--- src/rtl/mem_port_arbiter.sv ---
// Arbitrates one single-ported memory between instruction fetch and the MEM stage.
// One transaction at a time: grant, wait for m_ack or timeout, one-cycle completion pulse.
module mem_port_arbiter #(
    parameter int MAX_D_STREAK = 4,
    parameter int TIMEOUT      = 255
) (
    input  logic        clk,
    input  logic        reset,
    input  logic        if_req,
    input  logic [31:0] if_addr,
    output logic [31:0] if_rdata,
    output logic        if_valid,
    input  logic        d_req,
    input  logic        d_we,
    input  logic [31:0] d_addr,
    input  logic [31:0] d_wdata,
    input  logic [2:0]  d_type,
    output logic [31:0] d_rdata,
    output logic        d_valid,
    output logic        m_req,
    output logic        m_we,
    output logic [31:0] m_addr,
    output logic [31:0] m_wdata,
    output logic [2:0]  m_type,
    input  logic [31:0] m_rdata,
    input  logic        m_ack,
    output logic        err,
    output logic        err_src,
    output logic [1:0]  fsm_state
);

    localparam int SW = $clog2(MAX_D_STREAK + 1);
    localparam int TW = $clog2(TIMEOUT + 1);
    localparam logic [SW-1:0] STREAK_MAX = SW'(MAX_D_STREAK);
    localparam logic [TW-1:0] TO_LAST    = TW'(TIMEOUT - 1);

    typedef enum logic [1:0] {
        IDLE   = 2'd0,
        BUSY_I = 2'd1,
        BUSY_D = 2'd2,
        DONE   = 2'd3
    } state_t;

    state_t        state;
    logic [SW-1:0] streak;
    logic [TW-1:0] tcnt;
    logic          grant_d;
    logic          timeout_hit;

    // Data wins a contested cycle until it has taken MAX_D_STREAK grants in a row.
    always_comb begin
        grant_d     = d_req && (!if_req || (streak < STREAK_MAX));
        timeout_hit = (tcnt == TO_LAST);
    end

    always_ff @(posedge clk or negedge reset) begin
        if (!reset) begin
            state    <= IDLE;
            streak   <= '0;
            tcnt     <= '0;
            if_rdata <= '0;
            if_valid <= 1'b0;
            d_rdata  <= '0;
            d_valid  <= 1'b0;
            m_req    <= 1'b0;
            m_we     <= 1'b0;
            m_addr   <= '0;
            m_wdata  <= '0;
            m_type   <= '0;
            err      <= 1'b0;
            err_src  <= 1'b0;
        end else begin
            if_valid <= 1'b0;
            d_valid  <= 1'b0;
            case (state)
                IDLE: begin
                    if (grant_d) begin
                        state   <= BUSY_D;
                        m_req   <= 1'b1;
                        m_we    <= d_we;
                        m_addr  <= d_addr;
                        m_wdata <= d_wdata;
                        m_type  <= d_type;
                        tcnt    <= '0;
                        streak  <= if_req ? streak + 1'b1 : '0;
                    end else if (if_req) begin
                        state   <= BUSY_I;
                        m_req   <= 1'b1;
                        m_we    <= 1'b0;
                        m_addr  <= if_addr;
                        m_wdata <= '0;
                        m_type  <= 3'b000;
                        tcnt    <= '0;
                        streak  <= '0;
                    end
                end
                BUSY_I, BUSY_D: begin
                    // An ack arriving in the timeout cycle still completes normally.
                    if (m_ack) begin
                        m_req <= 1'b0;
                        state <= DONE;
                        if (state == BUSY_I) begin
                            if_rdata <= m_rdata;
                            if_valid <= 1'b1;
                        end else begin
                            if (!m_we) d_rdata <= m_rdata;
                            d_valid <= 1'b1;
                        end
                    end else if (timeout_hit) begin
                        m_req <= 1'b0;
                        state <= DONE;
                        err   <= 1'b1;
                        if (!err) err_src <= (state == BUSY_D);
                        if (state == BUSY_I) begin
                            if_rdata <= 32'hffff_ffff;
                            if_valid <= 1'b1;
                        end else begin
                            d_rdata <= 32'hffff_ffff;
                            d_valid <= 1'b1;
                        end
                    end else begin
                        tcnt <= tcnt + 1'b1;
                    end
                end
                DONE: state <= IDLE;
                default: state <= IDLE;
            endcase
        end
    end

    assign fsm_state = state;

endmodule
--- config.mk ---
export PLATFORM = sky130hd
export DESIGN_NAME = mem_port_arbiter
export DESIGN_NICKNAME = d
export VERILOG_FILES = /design/src/rtl/mem_port_arbiter.sv
export SDC_FILE = /design/constraint.sdc
export NUM_CORES = 1
export LEC_CHECK = 0
export CORE_ASPECT_RATIO = 1.75
export CORE_MARGIN = 2
export CORE_UTILIZATION = 43
export DETAILED_ROUTE_END_ITERATION = 10
export PLACE_DENSITY_LB_ADDON = 0.25
export SYNTH_ARGS = -nofsm -noshare
export SYNTH_HDL_FRONTEND = slang
export SYNTH_SLANG_ARGS = --single-unit
export TNS_END_PERCENT = 20
--- constraint.sdc ---
create_clock -name clk -period 2.45 [get_ports clk]
set_clock_uncertainty 0.1 [all_clocks]
set_input_delay 0.49 -clock clk [delete_from_list [all_inputs] [get_ports clk]]
set_output_delay 0.49 -clock clk [all_outputs]
set_load 0.03 [all_outputs]
==> summary.md <==
| Metric | Value |
|---|---|
| Post-route DRC | `0` |
| Cell area after technology mapping | `6870 um^2` |
| Hold_buf cts | `1` |
| Result of the run | `finished clean` |
| Total Routing Usage GR | `0.214` |
| Die Footprint | `17000 um^2` |
| Synth Area in Compound Gates | `0.201` |
| Number of distinct standard cells referenced by the synthesized netlist | `51` |
| Critical-path cell list | `inv_1, ha_1, nand4_1, o21ai_2, and2b_2, buf_12, a2bb2oi_1` |
| Final period util | `0.896` |
| Largest net degree at the start of global routing | `71` |
| Worst r2r src | `fsm_state[1]` |
| Class of the tightest hold or removal check | `register to register` |
| Overall die width | `99.6 um` |
| Maximum clock path buffer count | `2` |
| TritonRoute pass-1 iters | `4` |
| RSZ-0062 raised after global routing | `false` |
| Share of the synthesized area in the top cell type | `0.546` |
| Peak supply drop | `0.728 mV` |
| Mean cell area of the mapped netlist | `12.7 um^2` |
| Antenna Diode Count | `0` |
| Top achievable clock speed | `0.456 GHz` |
| Static leakage | `4.50 nW` |
| Total via count in the routed design | `5411` |
| Port Buffers | `275` |
| Count of nets left with antenna violations after detail routing | `0` |
| Deepest level of the CTS H-tree | `4` |
| Area of combinational cells with multiple inputs | `2860 um^2` |
| Average wire length per cell after detail routing | `18.2 um` |
| Most area-consuming cells after synthesis | `sky130_fd_sc_hd__dfrtp_1 55%, sky130_fd_sc_hd__a2bb2oi_2 6.6%, sky130_fd_sc_hd__mux2_4 6.3%` |
| Type of element capturing the critical path | `register` |
| Predominant post-synthesis flop cell | `sky130_fd_sc_hd__dfrtp_1` |
| Arrival time at the worst endpoint | `2.41 ns` |
| Critical path's largest stage delay | `0.41 ns` |
| Number of global-route vias before repair | `5788` |
| Share of synthesized area spent on multiplexers | `0.117` |
| # setup viols final | `0` |
| Clock slew at reported path FFs | `0.06 ns` |
| Max-cap violations | `0` |
| Last weighted congestion value of the routability-driven placer | `0.884` |
| Post-layout net count | `955` |
| Reg2reg end | `d_rdata[31]` |
| Post-detailed-routing wire length | `18.5 mm` |
| Power density relative to cell area | `1450 nW/um^2` |
| Number of DRC markers in iteration 0 | `156` |
| Mapped Nets | `687` |
| First-pass GRT wire length | `29.2 mm` |
| Number of vias per cell after detailed routing | `5.34` |
| # placed instances | `980` |
| Synthesis-to-finish area growth | `51.8%` |
| Transition time of the tightest slew-check pin | `0.569 ns` |
| End-of-flow core utilization | `0.660` |
| Number of fillers in the final layout | `1225` |
| Highest-count cells in the layout ignoring fill and taps | `273 x sky130_fd_sc_hd__clkdlybuf4s50_1, 150 x sky130_fd_sc_hd__dfrtp_1, 43 x sky130_fd_sc_hd__nand2_1` |
| TritonCTS clock tree | `yes` |
| Post-route insts no fill | `1013` |
| Cell count of the worst reg-to-reg path | `7` |
| Area share of and/or/nand/nor cells after synthesis | `0.0809` |
| Most common cell after layout, fill and taps aside | `sky130_fd_sc_hd__clkdlybuf4s50_1` |
| Clock latency of the later-clocked register in the worst-skew pair | `0.40 ns` |
| Placeable core region | `15800 um^2` |
| Max transition margin | `0.617` |
| Cells after synthesis | `543` |
| Element type at the critical path start | `register` |
| CTS resizes | `0` |
| Total Neg Setup Slack | `0 ns` |
| Number of buffers inserted to repair setup after CTS | `0` |
| Fraction of final layout cells sized beyond drive strength 1 | `0.152` |
| Warnings from Yosys | `0` |
| Final-report max-slew violation count | `0` |
| Tot Pwr | `15.1 mW` |
| Library cell contributing the largest single delay on the critical path | `sky130_fd_sc_hd__dfrtp_1` |
| Sequential Area | `3750 um^2` |
| Root Buffer | `sky130_fd_sc_hd__clkbuf_16` |
| Area share of xor/xnor cells in the synthesized design | `0.00127` |
| Endpoints failing hold | `0` |
| Async S/R FF share, synth | `1.00` |
| Start point of the worst hold path | `m_addr[22]` |
| Inserted Clock Buffers | `17` |
| Largest fanout on the critical path | `32` |
| Detailed-placement wirelength estimate | `13.5 mm` |
| Worst Path Class, Setup | `register to register` |
| Die Ht | `171 um` |
| Yosys reg bits | `150` |
| # IOs | `276` |
| Largest family of logic cells by synthesized area | `compound AO/OA/AOI/OAI gates` |
| Fin crit period | `2.19 ns` |
| Number of enable flip-flop cells after synthesis | `0` |
| Library cell with the largest summed area after synthesis | `sky130_fd_sc_hd__dfrtp_1` |
| Worst setup slack for register-to-register paths | `0.26 ns` |
| Data required time of the critical path | `2.66 ns` |
| Post-Synth Adder-Cell Area | `0.0127` |
| Initial antenna violation count | `0` |
| Sinks on Clock Net | `150` |
| GR Overflow Total | `0` |
| Hold-critical path endpoint | `m_addr[22]` |
| # rows | `61` |
| Initial Utilization | `0.435` |
| Number of instances on the worst hold path | `2` |
| Post-synthesis sequential area ratio | `0.546` |
-- cell type report --
type                       count  area share
inverter                       7     0.00252
timing repair buffer         291       0.285
clock inverter                13      0.0131
tap                          189      0.0227
multi-input combinational    344       0.274
clock buffer                  19      0.0425
sequential                   150       0.360
-- cells in the mapped netlist, types with 3 or more instances --
library cell	instances
sky130_fd_sc_hd__a21oi_1	4
sky130_fd_sc_hd__a22o_1	37
sky130_fd_sc_hd__a2bb2oi_2	30
sky130_fd_sc_hd__buf_12	3
sky130_fd_sc_hd__buf_2	11
sky130_fd_sc_hd__buf_6	4
sky130_fd_sc_hd__clkbuf_1	22
sky130_fd_sc_hd__dfrtp_1	150
sky130_fd_sc_hd__ha_1	7
sky130_fd_sc_hd__inv_1	7
sky130_fd_sc_hd__mux2_2	4
sky130_fd_sc_hd__mux2_4	29
sky130_fd_sc_hd__mux2i_1	32
sky130_fd_sc_hd__nand2_1	43
sky130_fd_sc_hd__nand2b_1	32
sky130_fd_sc_hd__nand3_1	4
sky130_fd_sc_hd__nor2_1	5
sky130_fd_sc_hd__o211ai_1	5
sky130_fd_sc_hd__o21ai_0	39
sky130_fd_sc_hd__o22ai_1	32
sky130_fd_sc_hd__or2_2	3
-- how the worst max path moves through the flow --
| stage | startpoint | endpoint | slack (ns) | cells past startpoint |
|---|---|---|---|---|
| floorplan | fsm_state[1] | if_rdata[0] | 0.38 | 7 |
| global placement | d_req | tcnt[7] | 0.17 | 5 |
| detailed placement | d_req | tcnt[7] | 0.14 | 5 |
| CTS | fsm_state[1] | tcnt[7] | 0.25 | 6 |
| global route | fsm_state[1] | d_rdata[31] | 0.08 | 7 |
| finish | fsm_state[1] | d_rdata[31] | 0.26 | 7 |
-- report_power, final --
part | total [mW] | internal (mW) | switching, mW | leakage, nW
logic | 8.16 | 3.78 | 4.38 | 2.42
registers | 4.38 | 3.59 | 0.788 | 1.81
clock network | 2.56 | 1.46 | 1.10 | 0.281
-- per-layer routing --
layer | vias up | part of all wire | GRT usage
met5 | - | 0 | 0
met4 | 0 | 0.013 | 0.0649
met3 | 18 | 0.071 | 0.0597
met2 | 212 | 0.53 | 0.385
met1 | 2654 | 0.38 | 0.245
li1 | 2527 | - | -
-- metrics by stage --
stage / cell area [um^2] / hold WS (ns) / setup slack [ns]
floorplan: 6870 / 0.0944 / 0.380
CTS: 10400 / 0.384 / 0.254
global route: 10400 / 0.401 / 0.0797
global placement: 9840 / 0.361 / 0.168
detailed placement: 9840 / 0.370 / 0.139
finish: 10400 / 0.379 / 0.256
-- flip-flops by register name (all words and copies together) (netlist names) --
name       flops
d_rdata       32
if_rdata      32
m_addr        32
m_wdata       32
tcnt           8
m_type         3
streak         3
fsm_state      2
d_valid        1
err            1
err_src        1
if_valid       1
m_req          1
m_we           1
-- worst max-delay path, delay by kind of cell (launching register included) --
family / cells / cell delay [ns]
buffers and inverters: 2 / 0.35
and+or+nand+nor: 2 / 0.35
adders and majority gates: 1 / 0.41
DFF: 1 / 0.41
AOI/OAI and AO/OA: 2 / 0.48
-- cells by family (layout without fill, tap and decap cells) --
kind of cell,count (synthesis),after routing
adder cells (fa/ha/maj),7,7
XOR/XNOR,1,1
multiplexers,65,65
buffers and inverters,49,330
flip-flops,150,150
AND/OR/NAND/NOR,105,105
AO/OA/AOI/OAI,166,166
Power figures use the tool's default switching activity.
